`src/rtl/uart_tx_arb.sv`:
```
// uart_tx_arb: round-robin share of one 8N1 transmitter among byte streams.
// Packets stay contiguous; a stalled owner is evicted after HOLD_TO cycles.
module uart_tx_arb #(
    parameter int N_REQ   = 4,
    parameter int HOLD_TO = 50_000,
    parameter int BUSY_TO = 8
) (
    input  logic                     clk,
    input  logic                     rst,
    input  logic [N_REQ-1:0]         req_valid,
    input  logic [8*N_REQ-1:0]       req_data,
    input  logic [N_REQ-1:0]         req_last,
    output logic [N_REQ-1:0]         req_ready,
    output logic                     tx_en,
    output logic [7:0]               tx_data,
    input  logic                     tx_busy,
    output logic [$clog2(N_REQ)-1:0] grant_id,
    output logic                     grant_active,
    output logic                     evict
);

    localparam int IW = $clog2(N_REQ);
    localparam int HW = $clog2(HOLD_TO + 1);
    localparam int BW = $clog2(BUSY_TO + 1);

    typedef enum logic [2:0] {
        IDLE,
        SEND,
        START,
        WAIT_BUSY,
        WAIT_DONE
    } state_t;

    state_t          state;
    state_t          state_n;
    logic [IW-1:0]   ptr;
    logic            last_r;
    logic [HW-1:0]   hold_cnt;
    logic [BW-1:0]   busy_cnt;

    logic            any_valid;
    logic [IW-1:0]   pick;
    logic [IW-1:0]   idx;
    logic            own_valid;
    logic            own_last;
    logic [7:0]      own_data;
    logic            xfer;
    logic            do_evict;
    logic            pkt_end;

    // Round-robin scan from ptr+1; the loop runs downward so the
    // nearest valid index after ptr is the one left in pick.
    always_comb begin
        any_valid = 1'b0;
        pick      = '0;
        idx       = '0;
        for (int k = N_REQ; k >= 1; k--) begin
            idx = IW'((int'(ptr) + k) % N_REQ);
            if (req_valid[idx]) begin
                any_valid = 1'b1;
                pick      = idx;
            end
        end
    end

    // Select the current owner's valid/last/data slice.
    always_comb begin
        own_valid = 1'b0;
        own_last  = 1'b0;
        own_data  = 8'h00;
        for (int i = 0; i < N_REQ; i++) begin
            if (grant_id == IW'(i)) begin
                own_valid = req_valid[i];
                own_last  = req_last[i];
                own_data  = req_data[8*i +: 8];
            end
        end
    end

    // State register plus registered outputs, pointer and counters.
    always_ff @(posedge clk or posedge rst) begin
        if (rst) begin
            state        <= IDLE;
            ptr          <= IW'(N_REQ - 1);
            grant_id     <= '0;
            grant_active <= 1'b0;
            tx_en        <= 1'b0;
            tx_data      <= 8'h00;
            last_r       <= 1'b0;
            evict        <= 1'b0;
            hold_cnt     <= '0;
            busy_cnt     <= '0;
        end else begin
            state <= state_n;
            tx_en <= (state_n == START);
            evict <= do_evict;
            if (state == IDLE && any_valid) begin
                grant_id     <= pick;
                grant_active <= 1'b1;
            end
            if (xfer) begin
                tx_data <= own_data;
                last_r  <= own_last;
            end
            if (do_evict || pkt_end) begin
                ptr          <= grant_id;
                grant_active <= 1'b0;
            end
            if (state_n != state || xfer) begin
                hold_cnt <= '0;
            end else if (state == SEND && !own_valid &&
                         hold_cnt != HW'(HOLD_TO)) begin
                hold_cnt <= hold_cnt + 1'b1;
            end
            if (state_n != state) begin
                busy_cnt <= '0;
            end else if (state == WAIT_BUSY &&
                         busy_cnt != BW'(BUSY_TO)) begin
                busy_cnt <= busy_cnt + 1'b1;
            end
        end
    end

    // Next-state logic and the transfer / evict / packet-end strobes.
    always_comb begin
        state_n  = state;
        xfer     = 1'b0;
        do_evict = 1'b0;
        pkt_end  = 1'b0;
        unique case (state)
            IDLE: begin
                if (any_valid) state_n = SEND;
            end
            SEND: begin
                if (own_valid && !tx_busy) begin
                    xfer    = 1'b1;
                    state_n = START;
                end else if (hold_cnt == HW'(HOLD_TO - 1)) begin
                    do_evict = 1'b1;
                    state_n  = IDLE;
                end
            end
            START: begin
                state_n = WAIT_BUSY;
            end
            WAIT_BUSY: begin
                if (tx_busy || busy_cnt == BW'(BUSY_TO - 1))
                    state_n = WAIT_DONE;
            end
            WAIT_DONE: begin
                if (!tx_busy) begin
                    if (last_r) begin
                        pkt_end = 1'b1;
                        state_n = IDLE;
                    end else begin
                        state_n = SEND;
                    end
                end
            end
            default: state_n = IDLE;
        endcase
    end

    // Only the owner sees ready, and never while a frame is shifting.
    always_comb begin
        req_ready = '0;
        for (int i = 0; i < N_REQ; i++) begin
            if (state == SEND && grant_id == IW'(i))
                req_ready[i] = req_valid[i] & ~tx_busy;
        end
    end

endmodule

```
`config.mk`:
```
export PLATFORM = sky130hd
export DESIGN_NAME = uart_tx_arb
export DESIGN_NICKNAME = d
export VERILOG_FILES = /design/src/rtl/uart_tx_arb.sv
export SDC_FILE = /design/constraint.sdc
export NUM_CORES = 1
export LEC_CHECK = 0
export ABC_CLOCK_PERIOD_IN_PS = 5900
export BUFFER_PORTS_ARGS = -buffer_cell sky130_fd_sc_hd__buf_2
export CORE_AREA = 2 2 68 70
export DETAILED_ROUTE_END_ITERATION = 7
export DIE_AREA = 0 0 70 72
export PLACE_DENSITY = 0.92
export SLEW_MARGIN = 10
export SYNTH_ARGS = -nofsm -noshare
export SYNTH_HDL_FRONTEND = slang
export SYNTH_SLANG_ARGS = --single-unit
```
`constraint.sdc`:
```
create_clock -name clk -period 5.9 [get_ports clk]
set_input_delay 0 -clock clk [delete_from_list [all_inputs] [get_ports clk]]
set_output_delay 0 -clock clk [all_outputs]
set_load 0.01 [all_outputs]
```
# After elaboration in Yosys (flattened, before gate mapping)
# Index checks and enable logic that the tools add are counted.
[op_classes]
n_addsub = 6
n_lt_le_gt_ge = 4
eq_ne = 13
mux = 53
n_bitwise = 5
n_reduce_logical = 19
[ops]
columns = ["cell", "count"]
rows = [
  ["16-bit two-way mux", 2],
  ["8-bit two-way mux", 4],
  ["1-bit two-way mux", 31],
  ["16-bit by 1-bit adder with 16-bit output, second input constant", 1],
  ["16-bit equality test, second input constant", 1],
  ["16-bit inequality test, second input constant", 1],
  ["3-bit two-way mux", 5],
  ["3-bit case mux with 5 select lines", 1],
  ["2-bit by 3-bit < comparator with 1-bit output, second input constant", 4],
  ["3-bit by 2-bit equality test with 1-bit output, second input constant", 3],
  ["1-bit logical AND", 9],
  ["1-bit binary-select mux with 2-bit select", 4],
  ["2-bit two-way mux", 4],
  ["4-bit two-way mux", 2],
  ["2-bit nonzero test", 3],
  ["2-bit by 1-bit adder with 2-bit output, second input constant", 2],
  ["2-bit adder, second input constant", 2],
  ["4-bit by 1-bit adder with 4-bit output, second input constant", 1],
  ["1-bit AND", 4],
  ["2-bit equality test, second input constant", 2],
  ["4-bit by 3-bit equality test with 1-bit output, second input constant", 1],
  ["4-bit inequality test, second input constant", 1],
  ["3-bit by 1-bit equality test with 1-bit output, second input constant", 1],
  ["3-bit equality test, second input constant", 1],
  ["other kinds (7)", 10],
]
[totals]
register_bits = 39
inputBits = 43
wordCells = 110

# Depth between registers and ports, before layout
[depth]
depth_word = 12
depth_mapped = 8

# Worst setup path after synthesis
# OpenSTA, ideal clock, no wires.
[synth_path]
path_kind = "register to register"
from = "register state[1]"
to = "register hold_cnt[9]"
setup_ps = 94
arrival_time_ps = 2286
required_ps = 5806
slack_ps = 3520
path_stages_with_launch = 8
n_path_buf = 3
period_less_slack_ps = 2380
cell_sequence = "dfrtp_1 > buf_6 > or3b_1 > buf_6 > or4_4 > buf_6 > or4_1 > a211oi_1"
[synth_between]
elab_chain_cells = 6
elab_cells_between_ends = 18
classes_between = "eq/ne: 5; mux: 8; reduce/logical: 5"
[synth_lines]
columns = ["item", "line_no", "rtl"]
rows = [
  ["start, declared", "34", "state_t state;"],
  ["start signal, assigned", "94", "state <= state_n;"],
  ["3-bit two-way mux", "138", "end else if (hold_cnt == HW'(HOLD_TO - 1)) begin"],
  ["3-bit two-way mux", "135", "if (own_valid && !tx_busy) begin"],
  ["3-bit case mux with 5 select lines", "130", "unique case (state)"],
  ["3-bit inequality test", "109", "if (state_n != state || xfer) begin"],
  ["1-bit logical OR", "109", ""],
  ["16-bit two-way mux / 2-bit nonzero test (equally long branches)", "n/a", ""],
  ["end signal, assigned", "113", "hold_cnt <= hold_cnt + 1'b1;"],
  ["end, declared", "38", "logic [HW-1:0] hold_cnt;"],
]
# Parallel ways exist; a longest one is shown, timed or not.
# A chain may end at the register's enable or synchronous reset.

# Worst setup path after layout
[layout_path]
from = "register grant_id[0]"
to = "register hold_cnt[6]"
[layout_between]
elab_chain_cells = 11
elab_cells_between_ends = 20
classes_between = "eq/ne: 4; mux: 9; reduce/logical: 7"
[layout_lines]
columns = ["item", "line_no", "rtl"]
rows = [
  ["start, declared", "17", "output logic [$clog2(N_REQ)-1:0] grant_id,"],
  ["start signal, assigned", "98", "grant_id <= pick;"],
  ["2-bit logical NOT", "72", "if (grant_id == IW'(i)) begin"],
  ["1-bit two-way mux (3 in a row)", "72", ""],
  ["1-bit two-way mux *", "72", ""],
  ["1-bit logical AND", "135", ""],
  ["3-bit two-way mux", "135", ""],
  ["3-bit case mux with 5 select lines", "130", ""],
  ["3-bit inequality test", "109", ""],
  ["1-bit logical OR", "109", ""],
  ["16-bit two-way mux / 2-bit nonzero test (equally long branches)", "n/a", ""],
]
# Mark *: on every way between the ends. The rest lies on a longest branch, timed or not.

==> impl_metrics.env <==
export IMPL_status="completed"
export IMPL_cts_hold_buf=1
export IMPL_rows=24
export IMPL_netlist_area_mm2=0.00243
export IMPL_skew_ns=0.00502
export IMPL_avgSynthCellArea_um2=10.6
export IMPL_core_mm2=0.00426
export IMPL_die_h_um=72
export IMPL_yosysTopAreaCell="dfrtp_1"
export IMPL_p_per_area_mw_per_mm2=367
export IMPL_routed_wl_um=5730
export IMPL_layout_common_cells="59 x buf_2, 37 x dfrtp_1, 17 x o31ai_1"
export IMPL_worstPathRequired_ns=6.09
export IMPL_clockBufferDepth=2
export IMPL_nets=329
export IMPL_rsz0062_at_grt="false"
export IMPL_finalCritPeriodShare_pct=50.8
export IMPL_final_hold_violation_count=0
export IMPL_die_x_um=70
export IMPL_io_buffers=59
export IMPL_grt_max_degree=40
export IMPL_hp_class="input pin to flop"
export IMPL_yosys_warnings=0
export IMPL_htreeDepth=2
export IMPL_die_area_mm2=0.00504
export IMPL_drv_cap=0
export IMPL_synth_cell_types=49
export IMPL_cts_root_buf="clkbuf_8"
export IMPL_tightest_slew_ns=0.879
export IMPL_synthToLayoutAreaGrowth_pct=15.5
export IMPL_start_util_pct=57.1
export IMPL_tns_ns=0
export IMPL_final_core_utilization_pct=66.0
export IMPL_nFillCells=334
export IMPL_postCtsSetupRepairBufs=0
export IMPL_grt_usage_pct=24.6
export IMPL_yosys_area_top_type_share_pct=38.0
export IMPL_post_drt_wl_per_cell_um=17.1
export IMPL_grt_pass1_vias=2040
export IMPL_cp_arrival_ns=3.19
export IMPL_vias=2142
export IMPL_antenna_found_initial=0
export IMPL_drive_gt1_share_pct=33.2
export IMPL_clk_latency_ns=0.29
export IMPL_clock_sinks=39
export IMPL_grt_pass1_wl_um=9820
export IMPL_worstSetupPathType="flop to flop"
export IMPL_max_freq_mhz=333
export IMPL_vias_per_cell=6.39
export IMPL_synth_edf_count=0
export IMPL_cts_buffers=5
export IMPL_drtIter0Drc=185
export IMPL_clk_pin_slew_ns=0.07
export IMPL_totalPowerFinal_mw=1.03
export IMPL_synth_flop_cell="dfrtp_1"
export IMPL_overflow=0
export IMPL_min_period_ns=3.00
export IMPL_drv_slew=0
export IMPL_antennaDiodeCount=0
export IMPL_crit_path_start_kind="flop"
export IMPL_ios=60
export IMPL_routabilityCongestion=0.816
export IMPL_ir_drop_mv=0.163
export IMPL_drc=0
export IMPL_final_common_cell="buf_2"
export IMPL_cts_resized=0
export IMPL_relSlewSlack_pct=41.4
export IMPL_firstDrtPassIters=4
export IMPL_synthTopCellsByArea="dfrtp_1 38%, mux4_2 9.2%, mux2_2 5.5%"
export IMPL_dp_cells=326
export IMPL_async_flop_share_pct=100
export IMPL_syn_inst=230
export IMPL_endpoint_kind="flop"
export IMPL_cts_tree="built"
export IMPL_fin_cells=335
export IMPL_synth_seq_cells=39
export IMPL_path_max_fanout=32
export IMPL_syn_num_nets=277
export IMPL_setup_viol=0
export IMPL_dpl_hpwl_um=4110
export IMPL_ant_nets=0
export IMPL_leakage_nw=1.18
export IMPL_ys_seq_area_share_pct=40.2
registers in the layout (all words and copies together) (netlist names):
name,count
busy_cnt,4
evict,1
grant_active,1
grant_id,2
hold_cnt,16
last_r,1
ptr,2
state,3
tx_data,8
tx_en,1
logic make-up after synthesis:
family | count (synthesis) | synth area share, %
AO/OA/AOI/OAI | 53 | 15.8
XOR/XNOR | 3 | 1.08
adder cells (fa/ha/maj) | 4 | 2.06
buffers and inverters | 33 | 6.27
flip-flops | 39 | 40.2
multiplexers | 23 | 15.2
AND/OR/NAND/NOR | 75 | 19.4
power by group:
group	leakage, nW	total [mW]	internal [mW]	switching, mW
sequential	0.503	0.413	0.330	0.0833
combinational	0.633	0.450	0.207	0.243
clock	0.0422	0.169	0.0829	0.0861
total	1.18	1.03	0.619	0.412
worst max-delay path, stage by stage, from the launching register on:
cell and delay (ns):
dfrtp_1 0.86, mux4_2 0.65, a41o_1 0.54, or4_1 0.58
a211oi_1 0.27
cell type report:
type | count | area, um^2 | share of cell area [%]
clock inverter | 1 | 5.00 | 0.178
inverter | 15 | 56.3 | 2.00
timing repair buffer | 63 | 328 | 11.7
sequential | 39 | 978 | 34.8
multi-input combinational | 158 | 1300 | 46.4
clock buffer | 7 | 76.3 | 2.71
tap | 52 | 65.1 | 2.31
Yosys cell counts, types with 2 or more instances:
cell type  count
dfstp_2        2
and4_1         2
dfrtp_1       37
nor4bb_1       2
o21ai_0        6
and4b_1        2
nand2b_1       3
buf_6          3
nor2_1         5
a21oi_1        2
a211oi_1      16
nor4b_1        2
or4_1         14
or3_1          3
nand4_1        5
xor2_1         2
nand2_1       12
inv_1         15
and3b_1        2
mux2_2        12
nand3_1        6
o211ai_1       2
mux4_2        10
a31oi_1        3
clkbuf_1      10
o31ai_1       17
nor3_1         7
buf_1          2
and2_1         3
ha_1           4
routing by layer:
layer	part of all wire, %	vias to the layer above	GRT usage (%)
met2	50	91	42.0
li1	-	1000	-
met1	40	1036	31.2
met5	0	-	0
met4	2.6	0	9.62
met3	7.3	15	4.72
path summary, 6_finish.rpt:
| check | cells after the start | from | endpoint | slack (ns) |
|---|---|---|---|---|
| setup reg to reg | 4 | grant_id[0]$_DFFE_PP0P_ | hold_cnt[6]$_DFFE_PP0P_ | 2.90 |
| max in group asynchronous | 4 | rst | ptr[0]$_DFFE_PP1N_ | 5.17 |
| setup / recovery | 4 | grant_id[0]$_DFFE_PP0P_ | hold_cnt[6]$_DFFE_PP0P_ | 2.90 |
| min in group asynchronous | 4 | rst | hold_cnt[6]$_DFFE_PP0P_ | 0.37 |
| hold / removal | 3 | tx_busy | state[2]$_DFF_PP0_ | 0.12 |
| hold reg to reg | 1 | tx_data[0]$_DFFE_PP0P_ | tx_data[0]$_DFFE_PP0P_ | 0.50 |
per-stage QoR:
stage	instance area, um^2	setup WS (ns)	hold WS (ns)
finish	2810	2.90	0.123
global route	2810	2.69	0.126
CTS	2810	2.89	0.119
detailed placement	2720	2.88	0.140
global placement	2720	3.01	0.140
floorplan	2430	3.52	0.0939
Power figures use the tool's default switching activity.
